## src/rtl/mem_arbiter.sv

```systemverilog
// rtl/mem_arbiter.sv - round-robin arbiter sharing one single-port memory among NUM_REQ requesters
// One transaction outstanding at a time; a bounded BUSY wait turns a silent memory into an error ack.
module mem_arbiter #(
  parameter int NUM_REQ    = 2,
  parameter int WIDTH      = 16,
  parameter int DEPTH      = 64,
  parameter int ADDR_WIDTH = $clog2(DEPTH),
  parameter int TIMEOUT    = 16
) (
  input  logic                          clk_i,
  input  logic                          rst_i,
  input  logic [NUM_REQ-1:0]            req_valid_i,
  input  logic [NUM_REQ-1:0]            req_wr_rd_i,
  input  logic [NUM_REQ*ADDR_WIDTH-1:0] req_addr_i,
  input  logic [NUM_REQ*WIDTH-1:0]      req_wdata_i,
  output logic [NUM_REQ-1:0]            req_ack_o,
  output logic [NUM_REQ-1:0]            req_err_o,
  output logic [WIDTH-1:0]              req_rdata_o,
  output logic                          busy_o,
  output logic [$clog2(NUM_REQ)-1:0]    grant_id_o,
  output logic                          mem_valid_o,
  output logic                          mem_wr_rd_o,
  output logic [ADDR_WIDTH-1:0]         mem_addr_o,
  output logic [WIDTH-1:0]              mem_wdata_o,
  input  logic                          mem_ready_i,
  input  logic [WIDTH-1:0]              mem_rdata_i
);

  localparam int GW = $clog2(NUM_REQ);
  localparam int CW = (TIMEOUT > 0) ? $clog2(TIMEOUT + 1) : 1;

  typedef enum logic [1:0] {IDLE, BUSY, DONE} state_t;

  state_t               state;
  logic [GW-1:0]        last_grant;
  logic [CW-1:0]        cnt;
  logic                 found;
  logic [GW-1:0]        winner;
  logic [GW-1:0]        cand;
  logic [NUM_REQ-1:0]   onehot;

  // Search from the requester after the last one served, so it ends up lowest priority.
  always_comb begin
    found  = 1'b0;
    winner = '0;
    cand   = '0;
    for (int i = 1; i <= NUM_REQ; i++) begin
      cand = GW'((int'(last_grant) + i) % NUM_REQ);
      if (!found && req_valid_i[cand]) begin
        found  = 1'b1;
        winner = cand;
      end
    end
  end

  always_comb begin
    onehot             = '0;
    onehot[grant_id_o] = 1'b1;
  end

  always_ff @(posedge clk_i) begin
    if (rst_i) begin
      state       <= IDLE;
      last_grant  <= GW'(NUM_REQ - 1);
      cnt         <= '0;
      req_ack_o   <= '0;
      req_err_o   <= '0;
      req_rdata_o <= '0;
      busy_o      <= 1'b0;
      grant_id_o  <= '0;
      mem_valid_o <= 1'b0;
      mem_wr_rd_o <= 1'b0;
      mem_addr_o  <= '0;
      mem_wdata_o <= '0;
    end else begin
      case (state)
        IDLE: begin
          if (found) begin
            mem_valid_o <= 1'b1;
            mem_wr_rd_o <= req_wr_rd_i[winner];
            mem_addr_o  <= req_addr_i[int'(winner)*ADDR_WIDTH +: ADDR_WIDTH];
            mem_wdata_o <= req_wdata_i[int'(winner)*WIDTH +: WIDTH];
            grant_id_o  <= winner;
            last_grant  <= winner;
            cnt         <= '0;
            busy_o      <= 1'b1;
            state       <= BUSY;
          end
        end
        BUSY: begin
          // Ready takes precedence over a timeout landing in the same cycle.
          if (mem_ready_i) begin
            mem_valid_o <= 1'b0;
            req_rdata_o <= mem_wr_rd_o ? '0 : mem_rdata_i;
            req_ack_o   <= onehot;
            state       <= DONE;
          end else if (TIMEOUT != 0 && cnt == CW'(TIMEOUT - 1)) begin
            mem_valid_o <= 1'b0;
            req_rdata_o <= '0;
            req_ack_o   <= onehot;
            req_err_o   <= onehot;
            state       <= DONE;
          end else if (cnt != '1) begin
            cnt <= cnt + 1'b1;
          end
        end
        DONE: begin
          req_ack_o <= '0;
          req_err_o <= '0;
          busy_o    <= 1'b0;
          state     <= IDLE;
        end
        default: state <= IDLE;
      endcase
    end
  end

endmodule

```

## config.mk

```make
export PLATFORM = sky130hd
export DESIGN_NAME = mem_arbiter
export DESIGN_NICKNAME = d
export VERILOG_FILES = /design/src/rtl/mem_arbiter.sv
export SDC_FILE = /design/constraint.sdc
export NUM_CORES = 1
export LEC_CHECK = 0
export BUFFER_PORTS_ARGS = -buffer_cell sky130_fd_sc_hd__buf_2
export CAP_MARGIN = 20
export CORE_MARGIN = 5
export CORE_UTILIZATION = 47
export CTS_BUF_LIST = sky130_fd_sc_hd__clkbuf_4
export CTS_CLUSTER_DIAMETER = 80
export DETAILED_ROUTE_END_ITERATION = 10
export GPL_ROUTABILITY_DRIVEN = 0
export PLACE_DENSITY = 0.94
export SYNTH_ARGS = -nofsm -noshare
export SYNTH_HDL_FRONTEND = slang
export SYNTH_SLANG_ARGS = --single-unit
```

## constraint.sdc

```tcl
create_clock -name clk_i -period 2.3 [get_ports clk_i]
set_clock_uncertainty 0.2 [all_clocks]
set_input_delay 0.115 -clock clk_i [delete_from_list [all_inputs] [get_ports clk_i]]
set_output_delay 0.115 -clock clk_i [all_outputs]
set_load 0.02 [all_outputs]
```

**Word level (Yosys, flattened, before mapping)**

Index checks and enable logic that the tools add are counted.

- Latch bits: 0
- Memories: 0
- Bits in read-only memories: 0
- Flip-flop bits (word level): 54
- RAM bits: 0
- Bits of input ports: 67

- Divide/modulo/power cells: 0
- Muxes and demuxes: 34
- $lt $le $gt $ge: 5
- Add/subtract/negate cells: 3
- $mul: 1
- Eq/ne operators: 10
- Bitwise logic cells: 0
- Reduce and logical (&&, ||, !) cells: 16
- Shift-type cells: 2

Operators by type and width:

| cell | number |
|---|---|
| 16-bit two-way mux | 3 |
| 32-bit by 6-bit variable part select with 16-bit output | 1 |
| 5-bit two-way mux | 4 |
| 1-bit two-way mux | 14 |
| 2-bit two-way mux | 6 |
| 2-bit case mux with 2 select lines | 3 |
| 12-bit by 5-bit variable part select with 6-bit output | 1 |
| 2-bit inequality test (second input constant) | 5 |
| 5-bit case mux with 2 select lines | 1 |
| 2-bit AND reduction | 5 |
| 1-bit by 2-bit less-than comparator with 1-bit output (second input constant) | 4 |
| 2-bit nonzero test | 4 |
| 3-bit AND reduction | 2 |
| 5-bit by 1-bit adder with 5-bit output (second input constant) | 1 |
| 5-bit by 4-bit == test with 1-bit output (second input constant) | 1 |
| 5-bit inequality test (second input constant) | 1 |
| 5-bit AND reduction | 1 |
| 1-bit case mux with 2 select lines | 2 |
| 1-bit by 2-bit multiplier with 3-bit output (second input constant) | 1 |
| 3-bit inequality test (second input constant) | 1 |
| 1-bit adder (second input constant) | 2 |
| 2-bit by 1-bit == test with 1-bit output (second input constant) | 1 |
| 2-bit == test (second input constant) | 1 |
| 1-bit logical AND | 2 |
| other kinds (4) | 4 |

**Logic depth before layout (Yosys ltp)**

- Depth in word-level cells: 9
- Depth in mapped cells: 9
- Depth with buffers taken out: 7

**Worst setup path before layout**

No wires, ideal clock.

- Path type: register to register
- Start: reg cnt[0]
- End: reg mem_valid_o
- Data arrival time: 1.852 ns
- Period minus slack after synthesis: 2.123 ns
- Setup slack: 0.177 ns
- Buffers on the path: 2
- Cell stages (with the launch flop): 10
- Cells stage by stage: dfxtp_1 ha_1 and3_1 ha_1 or3b_1 buf_2 nand2_4 buf_4 nand2_1 a21oi_1

- Word-level cells in the longest chain between the ends: 3

RTL lines:

| what | line | source |
|---|---|---|
| from (decl) | 36 | `logic [CW-1:0] cnt;` |
| from (signal assigned) | 104 | `cnt <= cnt + 1'b1;` |
| 5-bit by 4-bit == test with 1-bit output | 97 | `end else if (TIMEOUT != 0 && cnt == CW'(TIMEOUT - 1)) begin` |
| 3-bit inequality test (no line) | -- |  |
| 3-bit AND reduction (no line) | -- |  |
| to (signal assigned) | 79 | `mem_valid_o <= 1'b1;` |
| to (signal assigned) | 93 | `mem_valid_o <= 1'b0;` |
| to (signal assigned) | 98 | `mem_valid_o <= 1'b0;` |
| to (decl) | 21 | `output logic mem_valid_o,` |

Every way passes these cells.
A chain may end at the register's enable or synchronous reset.

**Worst setup path in the final report**

- Start: in req_valid_i[1]
- End: reg mem_wdata_o[10]

- Word-level cells in the longest chain between the ends: 7
- Elaborated cells on any way between the ends: 12

RTL lines:

| what | line | source |
|---|---|---|
| from (decl) | 12 | `input logic [NUM_REQ-1:0] req_valid_i,` |
| 1-bit two-way mux (not written as such) (2 in series) | 49 | `if (!found && req_valid_i[cand]) begin` |
| 1-bit two-way mux | 49 |  |
| 1-bit zero test | 49 |  |
| 1-bit logical AND | 49 |  |
| 1-bit two-way mux | 49 |  |
| 32-bit by 6-bit variable part select with 16-bit output / 2-bit AND reduction (equally long branches) | -- |  |
| to (signal assigned) | 82 | `mem_wdata_o <= req_wdata_i[int'(winner)*WIDTH +: WIDTH];` |
| to (decl) | 24 | `output logic [WIDTH-1:0] mem_wdata_o,` |

Parallel ways exist; a longest one is shown, timed or not. The select of a mux whose other input is x is not followed.

==> impl_results.md <==
* Status: complete, no violations
* Post-synthesis xor/xnor area fraction at 0
* P_leak at roughly 0.0017 uW
* Post-synthesis simple-gate area fraction at 0.118
* Die Y at approximately 80 um
* Skew-Pair Late Insertion Delay at 390 ps
* WP data required at 2350 ps
* GR Overflow Total at 0
* # IOs at about 110
* CP most frequent cell: dlygate4sd3_1
* Total wire length at ~8.8 mm
* Max stage delay on crit path at roughly 610 ps
* Number of routed nets with antenna violations at 0
* Slew Limit Headroom at 0.555
* Dpl hpwl at between 4 and 5 mm
* Max Clock Freq at ~440 MHz
* Core ar. at between 4000 and 5000 um2
* Gate Count Post-Synth at around 250
* Yosys Warn Count at 0
* Final setup TNS at 0 ps
* Die area at roughly 6400 um2
* Synth Area in Adders at 0.0328
* Vias in the first global route at about 2700
* Pwr dens at 646 nW/um2
* Largest family of logic cells by synthesized area: compound AO/OA/AOI/OAI gates
* Min Tclk post-route at ~2300 ps
* # setup viols final at 0
* Initial core utilization at 0.485
* Slowest CP cell: dlygate4sd3_1
* Via Count at about 2700
* Fin nets at 495
* Worst vdd ir at approximately 0.00043 V
* Compound-gate portion of the synthesized area at 0.222
* CTS buffer count at 5
* DR iter-0 viols at 211
* PnR worst setup slack at 30.6 ps
* Slew @ Worst Pin at approximately 670 ps
* Rows at 25
* Clk slew on worst S/H paths at 150 ps
* Final Hold Fails at 0
* Syn Area/Cell at ~9.3 um2
* DP Area at 2900 um2
* Slew Limit Fails at 0
* Die width at about 80 um
* Synth-to-Final Area Change at 60.5%
* Final cell count without fillers at between 400 and 500
* Worst path bufs/invs at 4
* Syn_nets at 319
* Max-Cap Viols at 0
* Worst Setup End Kind: flip-flop
* Cells after DPL at slightly above 400
* Seq/Total Area, Yosys at 0.472
* PortBufs at between 100 and 150
* Design area at roughly 3700 um2
* Layout cells sized above 1 at 0.326
* DRC viols at 0
* Pin count of the biggest net entering global routing at 47
* Clk buf depth at 2
* WL/cell at about 18 um
* Initial antenna violation count at 0
* Post-Syn Area at 2290 um2
* Worst slack at placement at -39.8 ps
* Multiplexer share of the synthesized area at 0.109
* Crit share post-route at 0.987
* Tot GR Track Use at 0.281
* FF+latch count, synth at 54
* CTS H-tree depth at 2
* First-pass GRT wire length at approximately 14 mm
* CP arrival at ~2300 ps
* Via density per instance at 5.48
* Worst-path fanout max at 23
* Root buffer cell: clkbuf_4
* CTS tree: built
* Critical path's top delay family: buffers and inverters
* FF-to-FF setup slack at around 130 ps
* CTS Sinks at 54
* Crit path cell chain: dlygate4sd3_1, buf_2, a21boi_4, buf_8, mux2i_1, dlygate4sd3_1, a21oi_1
* Unrepaired setup endpoints after global routing: no
* Distinct cells, synth at 32
* Startpoint Class: input port
* Critical setup path kind: input port to flip-flop
* ANT cells at 0
* Worst min-delay path category: input port to flip-flop
* First-pass DRT Iterations at 5
-- layer usage --
metal  share of wire  GRT usage
met5               0          0
met4           0.049      0.144
met3            0.10     0.0869
met2            0.47      0.462
met1            0.38      0.328
-- synthesized netlist by cell type (all sizes together) --
cell type | count | area share
dfxtp | 54 | 0.47
nor4b | 1 | 0.0038
nand2b | 1 | 0.0027
or3b | 2 | 0.0077
a22oi | 17 | 0.056
nand2 | 5 | 0.011
o211a | 1 | 0.0044
ha | 6 | 0.033
nor3b | 2 | 0.0066
a21oi | 28 | 0.061
mux2i | 25 | 0.11
and2 | 1 | 0.0027
a32o | 1 | 0.0044
o21ai | 31 | 0.068
and3b | 1 | 0.0038
nor3 | 1 | 0.0071
nor2 | 28 | 0.046
a32oi | 2 | 0.0077
a31oi | 1 | 0.0027
clkbuf | 11 | 0.018
a21boi | 2 | 0.0066
nand3b | 1 | 0.0033
nand3 | 3 | 0.0066
inv | 4 | 0.0066
buf | 8 | 0.021
nor2b | 4 | 0.011
o311ai | 1 | 0.0038
and3 | 2 | 0.0055
a22o | 2 | 0.0077
-- worst paths after layout --
kind                      to      startpoint  depth (start not counted)
max          mem_wdata_o[10]  req_valid_i[1]                          7
min           req_rdata_o[5]  mem_rdata_i[5]                          4
max reg2reg           cnt[3]          cnt[0]                          7
min reg2reg         state[1]        state[1]                          2
-- state kept, by name, summed over array words and instances (netlist names) --
| name | cells |
|---|---|
| mem_wdata_o | 16 |
| req_rdata_o | 16 |
| mem_addr_o | 6 |
| cnt | 5 |
| req_ack_o | 2 |
| req_err_o | 2 |
| state | 2 |
| busy_o | 1 |
| grant_id_o | 1 |
| last_grant | 1 |
| mem_valid_o | 1 |
| mem_wr_rd_o | 1 |
-- cell families (layout without fill, tap and decap cells) --
logic type,Yosys count,count (layout)
and+or+nand+nor,52,52
buffers and inverters,23,200
adders and majority gates,6,6
AOI/OAI and AO/OA,86,86
muxes,25,25
DFF,54,54
-- cells in the final DEF (no fill, tap or decap), types with 2 or more instances in the layout --
| master | instances |
|---|---|
| clkbuf_4 | 5 |
| a22o_1 | 2 |
| buf_2 | 112 |
| o21ai_0 | 30 |
| dlygate4sd3_1 | 67 |
| nand3_1 | 3 |
| a21oi_1 | 28 |
| nor2b_1 | 3 |
| nand2_1 | 4 |
| buf_4 | 8 |
| clkinv_2 | 2 |
| a22oi_1 | 17 |
| nor2_1 | 28 |
| ha_1 | 5 |
| dfxtp_2 | 2 |
| dfxtp_1 | 52 |
| inv_1 | 4 |
| mux2i_1 | 25 |
| a32oi_1 | 2 |
| nor3b_1 | 2 |
-- worst reg2reg max path, delay by kind of cell (launching register included) --
| kind | cells | cell delay (ps) |
|---|---|---|
| adder cells (fa/ha/maj) | 2 | 420 |
| AND/OR/NAND/NOR | 4 | 990 |
| flip-flops | 1 | 350 |
| AO/OA/AOI/OAI | 1 | 160 |
-- report_power, final --
part           internal (uW)  total [uW]  switching [uW]
logic                    356         829             472
clock network            120         426             305
registers               1040        1120            74.9
-- per-stage QoR --
stage          power, uW   util  hold slack, ps
3_3_place_gp        1760  0.613             151
5_1_grt             2490  0.777             316
6_report            2370  0.777             308
4_1_cts             2310  0.771             285
3_5_place_dp        1770  0.613             158
2_1_floorplan       1550      -            63.3
-- area by class of cell --
class / count / area [um2]
Clock buffer: 5 / 37.5
Clock inverter: 3 / 18.8
Fill cell: 279 / 1050
Inverter: 4 / 15.0
Multi-Input combinational cell: 169 / 1130
Sequential cell: 54 / 1080
Tap cell: 67 / 83.8
Timing Repair Buffer: 188 / 1310
-- repair_timing --
item	CTS	global route
endpoints found under the hold margin	44	0
gates resized for setup	3	4
hold buffers	67	0
setup buffers	2	2
setup endpoints to repair	4	20
pin swaps	2	3
(Power assumes the default switching activity.)
